--- config.mk ---
export PLATFORM = sky130hd
export DESIGN_NAME = disp_scan_ctrl
export DESIGN_NICKNAME = d
export VERILOG_FILES = /design/src/rtl/disp_scan_ctrl.sv
export SDC_FILE = /design/constraint.sdc
export NUM_CORES = 1
export LEC_CHECK = 0
export CAP_MARGIN = 20
export CORE_UTILIZATION = 40
export DETAILED_ROUTE_END_ITERATION = 10
export DONT_BUFFER_PORTS = 1
export PLACE_DENSITY = 0.64
export SLEW_MARGIN = 40
export SYNTH_ARGS = -nofsm -noshare
export SYNTH_HDL_FRONTEND = slang
export SYNTH_SLANG_ARGS = --single-unit
--- constraint.sdc ---
create_clock -name CLK -period 2.41 [get_ports CLK]
set_clock_uncertainty 0.1 [all_clocks]
set_input_delay 0.482 -clock CLK [delete_from_list [all_inputs] [get_ports CLK]]
set_output_delay 0.482 -clock CLK [all_outputs]
set_load 0.02 [all_outputs]
--- src/rtl/disp_scan_ctrl.sv ---
// disp_scan_ctrl: 8-digit multiplexed 7-segment scanner with guard slots and frame-synchronous shadow load.
// Define DISP_LZ_BLANK_EN to blank leading-zero digits (digit 0 is always shown).
module disp_scan_ctrl #(
    parameter int DWELL = 4
) (
    input  logic        CLK,
    input  logic        RST,
    input  logic        DISP_CE,
    input  logic        LOAD,
    input  logic [31:0] HEX_IN,
    input  logic [7:0]  DP_IN,
    input  logic [7:0]  DISP_OFF,
    output logic [7:0]  AN,
    output logic [6:0]  CAT,
    output logic        DP,
    output logic [2:0]  DIG_IDX,
    output logic        LOAD_PEND,
    output logic        FRAME_DONE
);
    typedef enum logic {GUARD, DRIVE} state_t;
    localparam logic [6:0] SEG [16] = '{
        7'h40, 7'h79, 7'h24, 7'h30, 7'h19, 7'h12, 7'h02, 7'h78,
        7'h00, 7'h10, 7'h08, 7'h03, 7'h46, 7'h21, 7'h06, 7'h0E
    };
    localparam logic [7:0] LAST = 8'(DWELL - 1);
    state_t      state, state_nxt;
    logic [7:0]  dwell_cnt;
    logic [47:0] ld_data, sh_data;
    logic [31:0] hex_act;
    logic [7:0]  dp_act, off_act, sup;
    logic        dwell_end, boundary, blank;
    logic [7:0]  an_nxt;
    logic [6:0]  cat_nxt;
    logic        dp_nxt;
`ifdef DISP_LZ_BLANK_EN
    logic        zero_run;
`endif

    assign ld_data   = {HEX_IN, DP_IN, DISP_OFF};
    assign dwell_end = DISP_CE && state == DRIVE && dwell_cnt == LAST;
    assign boundary  = dwell_end && DIG_IDX == 3'd7;

    always_ff @(posedge CLK or negedge RST)
        if (!RST) begin
            state     <= GUARD;
            dwell_cnt <= 8'd0;
            DIG_IDX   <= 3'd0;
        end else begin
            state <= state_nxt;
            if (DISP_CE) dwell_cnt <= state == GUARD ? 8'd0 : dwell_cnt + 8'd1;
            if (dwell_end) DIG_IDX <= DIG_IDX + 3'd1;
        end

    always_comb
        state_nxt = !DISP_CE ? state : state == GUARD ? DRIVE : dwell_cnt == LAST ? GUARD : DRIVE;

    // LOAD coinciding with the frame boundary bypasses the shadow buffer
    always_ff @(posedge CLK or negedge RST)
        if (!RST) begin
            sh_data                    <= '0;
            {hex_act, dp_act, off_act} <= '0;
            LOAD_PEND                  <= 1'b0;
            FRAME_DONE                 <= 1'b0;
        end else begin
            if (LOAD) sh_data <= ld_data;
            if (boundary && (LOAD || LOAD_PEND)) {hex_act, dp_act, off_act} <= LOAD ? ld_data : sh_data;
            LOAD_PEND  <= !boundary && (LOAD || LOAD_PEND);
            FRAME_DONE <= boundary;
        end

    always_comb begin
        sup = '0;
`ifdef DISP_LZ_BLANK_EN
        zero_run = 1'b1;
        for (int i = 7; i > 0; i--) begin
            zero_run = zero_run && hex_act[4*i +: 4] == 4'h0;
            sup[i]   = zero_run;
        end
`endif
    end

    always_comb begin
        blank   = state == GUARD || off_act[DIG_IDX] || sup[DIG_IDX];
        an_nxt  = blank ? 8'hFF : ~(8'h01 << DIG_IDX);
        cat_nxt = blank ? 7'h7F : SEG[hex_act[{DIG_IDX, 2'b00} +: 4]];
        dp_nxt  = blank || !dp_act[DIG_IDX];
    end

    always_ff @(posedge CLK or negedge RST)
        if (!RST) begin
            AN  <= 8'hFF;
            CAT <= 7'h7F;
            DP  <= 1'b1;
        end else begin
            AN  <= an_nxt;
            CAT <= cat_nxt;
            DP  <= dp_nxt;
        end
endmodule
======== Yosys cells after proc, flatten, opt, wreduce, memory -nomap -nowiden ========
Memories as Yosys holds them, arrays and structs flattened.
Index checks and enable logic that the tools add are counted.
cells by class
  add/subtract/negate cells ............... 2
  multipliers ............................. 0
  div/mod/pow operators ................... 0
  order comparisons ....................... 2
  eq/ne operators ......................... 2
  shift-type cells ........................ 2
  muxes and demuxes ....................... 13
  bitwise gates (word level) .............. 3
  reductions and logical operators ........ 11
operators by type and width
  kind                                                         number
  2-to-1 mux 48 bit                                            1
  variable part select 32 x 6 -> 4 bit                         1
  2-to-1 mux 7 bit                                             3
  2-to-1 mux 8 bit                                             2
  adder 8 x 1 -> 8 bit (second input constant)                 1
  equality test 8 x 2 -> 1 bit (second input constant)         1
  inverter 8 bit                                               1
  << shifter 1 x 3 -> 8 bit (first input constant)             1
  binary-select mux 1 bit (select 3 bit)                       2
  greater-or-equal comparator 5 bit (second input constant)    1
  logical AND 1 bit                                            5
  2-to-1 mux 1 bit                                             5
  inverter 4 -> 5 bit                                          1
  logical OR 1 bit                                             4
  less-than comparator 3 x 4 -> 1 bit (second input constant)  1
  adder 3 x 1 -> 3 bit (second input constant)                 1
  equality test 3 bit (second input constant)                  1
  zero test 1 bit                                              2
  inverter 1 bit                                               1
word-level totals
  flip-flop bits (word level) ............. 126
  latch bits .............................. 0
  memory bits (writable) .................. 0
  ROM bits ................................ 120
  input bits .............................. 52
  output and inout bits ................... 21
  logic and storage cells ................. 49
  memories kept ........................... 2
memories
  memory           words  bits a word  rd ports  clocked after Yosys merged registers in  wr ports  line  RTL
  (no name shown)  16     7            1         0                                        0         85    cat_nxt = blank ? 7'h7F : SEG[hex_act[{DIG_IDX, 2'b00} +: 4]];
  (no name shown)  8      1            1         0                                        0         83    blank = state == GUARD || off_act[DIG_IDX] || sup[DIG_IDX];

======== Longest topological paths before layout ========
  depth in word-level cells ............... 6
  depth in mapped cells ................... 10
  gate-level depth less buffers ........... 8

======== Worst setup path before layout ========
OpenSTA, ideal clock, no wires.
  path type ............................... flip-flop to flip-flop
  start point ............................. reg DIG_IDX[0]
  end point ............................... reg CAT[3]
  setup time .............................. 84 ps
  data arrival time ....................... 2332 ps
  data required time ...................... 2226 ps
  setup slack ............................. -106 ps
  stages on the path, launching flop included .. 11
  path buffers ............................ 2
  period minus slack after synthesis ...... 2516 ps
  cell sequence ........................... dfrtp_1 -> buf_6 -> buf_8 -> mux4_2 -> mux2i_1 -> inv_1 -> ha_1 -> inv_1 -> nor3_1 -> a211oi_1 -> o21ai_1
between the ends
  longest elaborated chain between the ends .. 6
  elaborated cells on any way between the ends .. 12
  those cells by class .................... shift (1); mux (6); bitwise (1); reduce/logical (2); memory (2)
ends and longest elaborated chain
  what                                                  line  RTL
  from (decl)                                           16    output logic [2:0] DIG_IDX,
  from (signal assigned)                                51    if (dwell_end) DIG_IDX <= DIG_IDX + 3'd1;
  variable part select 32 x 6 -> 4 bit                  85
  inverter 4 -> 5 bit (not written as such)             85
  memory read (16 x 7 bit)                              --
  2-to-1 mux 7 bit (not written as such) (2 in series)  85
  2-to-1 mux 7 bit *                                    85
  net cat_nxt[3]                                        33    logic [6:0] cat_nxt;
  to (signal assigned)                                  96    CAT <= cat_nxt;
  to (decl)                                             14    output logic [6:0] CAT,
The timed path passes the listed nets; every way through them passes the cells marked *. The select of a mux whose other input is x is not followed.
A chain may end at the register's enable or synchronous reset.

======== Final worst setup path ========
Same ends and word-level chain as after synthesis.

==> flow_metrics.py <==
metrics = {
    "sta": {
        "slew_headroom_pct": 70.35,
        "finalMaxSlewViolations": 0,
        "final.min_clock_period_ns": 2.282,
        "setup_viol": 0,
        "rsz0062_at_grt": "no",
        "finalHoldViolations": 126,
        "tightest_slew_ns": 0.4413,
        "maxClockFrequency_ghz": 0.4382,
        "min_period_over_period_pct": 94.68,
        "whs_ns": -0.3338,
    },
    "worst_setup_path": {
        "critPathKind": "reg -> reg",
        "cp_slowest_cell": "mux4_2",
        "rrSetupSlack_ns": 0.13,
        "start_kind": "register",
        "worstPathArrival_ns": 2.51,
        "rr_startpoint": "DIG_IDX[0]",
        "reg2reg_to": "CAT[3]",
        "required_ns": 2.64,
        "critical_path.max_fanout": 5,
        "max_stage_delay_ns": 0.55,
        "worstSetupEndpointType": "register",
        "reg2regPathDepth": 9,
        "crit_top_cell": "inv_1",
        "crit_chain": "buf_4 > mux4_2 > mux2i_4 > inv_1 > ha_1 > inv_1 > nor3_1 > a211oi_1 > o21ai_1",
    },
    "clock_network": {
        "cts_tree": "done",
        "clock_path_buffers": 2,
        "cts-root-buf": "clkbuf_16",
        "htreeDepth": 4,
        "path_clk_slew_ns": 0.06,
        "cts_buffers": 17,
        "clock_latency_ns": 0.42,
        "cts_sinks": 126,
    },
    "placement": {
        "dp.final_hpwl_microns": 6909,
        "portBuffers": 0,
        "placed_cell_area_sq_um": 5638,
        "place_congestion": 0.8174,
    },
    "pwr": {
        "pwr_density_cell_nw_per_um2": 839.7,
        "vdd_drop_max_v": 0.0004310,
        "pwr-share-clk_pct": 51.5,
        "p_total_mw": 5.355,
        "switchingPower_mw": 1.185,
        "combPwrFrac_pct": 5.1,
        "p_leak_nw": 2.921,
        "p_int_mw": 4.170,
        "switching_share_pct": 22.12,
        "seq_power_share_pct": 43.4,
    },
    "final_layout": {
        "area_growth_pct": 17.23,
        "final_core_util_pct": 48.16,
        "drive_gt1_share_pct": 39.11,
        "layout_common_cells": "dfrtp_1, mux2_2, mux2_1",
        "fill_cells": 1180,
        "design_area_sq_um": 6377,
        "regArea_sq_um": 3176,
        "nets": 456,
        "final_common_cell": "dfrtp_1",
        "multiInputGateArea_sq_um": 2118,
    },
    "synthesis": {
        "yosysUniqueCellTypes": 45,
        "synth_area_sq_um": 5440,
        "synth_fp_nets": 439,
        "yosys.area.top_type": "dfrtp_1",
        "yosys_warnings": 0,
        "ys_ff_latch": 126,
        "syn_avg_cell_area_sq_um": 14.55,
        "seq_area_frac_synth_pct": 58.33,
        "syn_inst": 374,
        "synthTopCellsByArea": "dfrtp_1, mux2_2, dfstp_2",
        "synth_top_area_share_pct": 50.60,
    },
    "drt": {
        "vias": 2961,
        "drtIter0Drc": 130,
        "route.detailed.drc": 0,
        "antenna_left": 0,
        "firstDrtPassIters": 4,
        "finalWirelength_microns": 10550,
        "avgRoutedWirePerCell_microns": 18.16,
        "vias_per_cell": 5.096,
    },
    "floorplanning": {
        "dieArea_sq_um": 14070,
        "core_sq_um": 13240,
        "ioPinCount": 73,
        "dieWidth_microns": 118.6,
        "fp-row-count": 42,
        "start_util_pct": 41.08,
        "chipHeight_microns": 118.6,
    },
    "run": {
        "cap_viol_max_count": 0,
    },
    "grt": {
        "grt_usage_pct": 16.58,
        "grt_max_degree": 127,
        "grt_pass1_vias": 3262,
        "antenna_found_initial": 3,
        "grt_overflow_total": 0,
        "grt_first_pass_wirelength_microns": 17510,
    },
    "run_status": {
        "outcome": "finished, violations left",
        "violations": "hold timing",
    },
    "worst_hold_path": {
        "hp-class": "in -> async",
    },
}
-- how the worst max path moves through the flow --
| stage | start | endpoint | slack, ns |
|---|---|---|---|
| CTS | DIG_IDX[0] | CAT[3] | 0.02 |
| detailed placement | DIG_IDX[0] | CAT[3] | -0.01 |
| finish | DIG_IDX[0] | CAT[3] | 0.13 |
| floorplan | DIG_IDX[0] | CAT[3] | 0.03 |
| global placement | DIG_IDX[0] | CAT[3] | 0.07 |
| global route | DIG_IDX[0] | CAT[3] | 0.01 |
-- stage by stage --
step,std cells,TNS [ns],setup WS (ns)
final,581,0,0.1281
after global placement,542,0,0.06602
after global routing,580,0,0.01120
after CTS,576,0,0.01508
after detailed placement,542,-0.01430,-0.01430
after floorplan,374,0,0.02807
-- cell families (layout without fill, tap and decap cells) --
kind of cell             after synthesis  in the layout  share of synthesized area, %
XOR/XNOR                               3              3                        0.4831
adder cells (fa/ha/maj)               13             13                         2.990
AO/OA/AOI/OAI                         25             25                         3.265
flip-flops                           126            126                         58.33
other                                  0              1                             0
AND/OR/NAND/NOR                       55             55                         5.014
buffers and inverters                 34             64                         3.265
multiplexers                         118            118                         26.66
-- per-layer routing --
layer | part of all wire (%) | up-vias | track usage, %
li1 | - | 1363 | -
met1 | 45 | 1490 | 21.10
met2 | 47 | 85 | 25.11
met3 | 6.2 | 19 | 6.081
met4 | 1.8 | 4 | 7.674
met5 | 0.21 | - | 0
-- power groups by stage --
| stage | clock, mW | combinational [mW] | sequential [mW] |
|---|---|---|---|
| 2_1_floorplan | 0 | 0.233 | 2.34 |
| 3_3_place_gp | 0 | 0.252 | 2.35 |
| 3_5_place_dp | 0 | 0.264 | 2.36 |
| 4_1_cts | 2.81 | 0.272 | 2.33 |
| 5_1_grt | 2.91 | 0.313 | 2.34 |
| 6_report | 2.76 | 0.271 | 2.32 |
-- registers in the layout (all words and copies together), names as in the netlist --
| name | cells |
|---|---|
| state | 1 |
| AN | 8 |
| DIG_IDX | 3 |
| off_act | 8 |
| FRAME_DONE | 1 |
| CAT | 7 |
| dwell_cnt | 8 |
| hex_act | 32 |
| sh_data | 48 |
| dp_act | 8 |
| LOAD_PEND | 1 |
| DP | 1 |
-- synth_stat cells --
library cell / number
buf_8: 1
o211ai_1: 2
inv_2: 2
o22ai_1: 2
o21a_1: 1
buf_4: 2
nor3_2: 1
o21ai_1: 1
nand2_1: 20
dfrtp_1: 110
a22o_1: 1
nor2b_1: 3
nand2b_1: 1
clkbuf_1: 1
mux4_2: 9
mux2_1: 27
nand3_1: 5
or2_1: 1
nor2_1: 10
mux2i_2: 1
nor3_1: 6
or3_1: 1
nor3b_1: 1
o22ai_2: 1
o21ai_2: 1
o221ai_1: 4
dfstp_2: 16
and3_1: 4
nor4_2: 1
mux2i_1: 7
buf_1: 3
ha_1: 13
mux2i_4: 1
mux4_1: 1
a211oi_1: 2
buf_2: 7
mux2_2: 72
inv_1: 14
a21oi_1: 3
o31ai_2: 1
buf_6: 3
o21ai_0: 6
xnor2_1: 3
clkinv_1: 1
nand4_2: 1
-- final cells by class --
cell class | count | share of cell area [%]
inverter | 17 | 1.001
multi-input combinational | 214 | 33.22
sequential | 126 | 49.79
timing repair buffer | 15 | 2.433
tap | 176 | 3.453
clock buffer | 18 | 6.886
antenna | 1 | 0.03924
clock inverter | 14 | 3.178
-- critical path: cells and delay by family, from the launching register on --
kind / cells / cell delay [ns]
flops: 1 / 0.41
mux: 2 / 0.74
buf+inv: 3 / 0.37
fa+ha+maj: 1 / 0.27
compound gates: 2 / 0.27
simple gates: 1 / 0.05
-- repair_timing --
item                                    CTS  global route
endpoints found under the hold margin   126           126
resized for setup                         0             4
setup buffers                             2             3
endpoints found under the setup margin    2            53
cloned                                    0             1
Power figures use the tool's default switching activity.
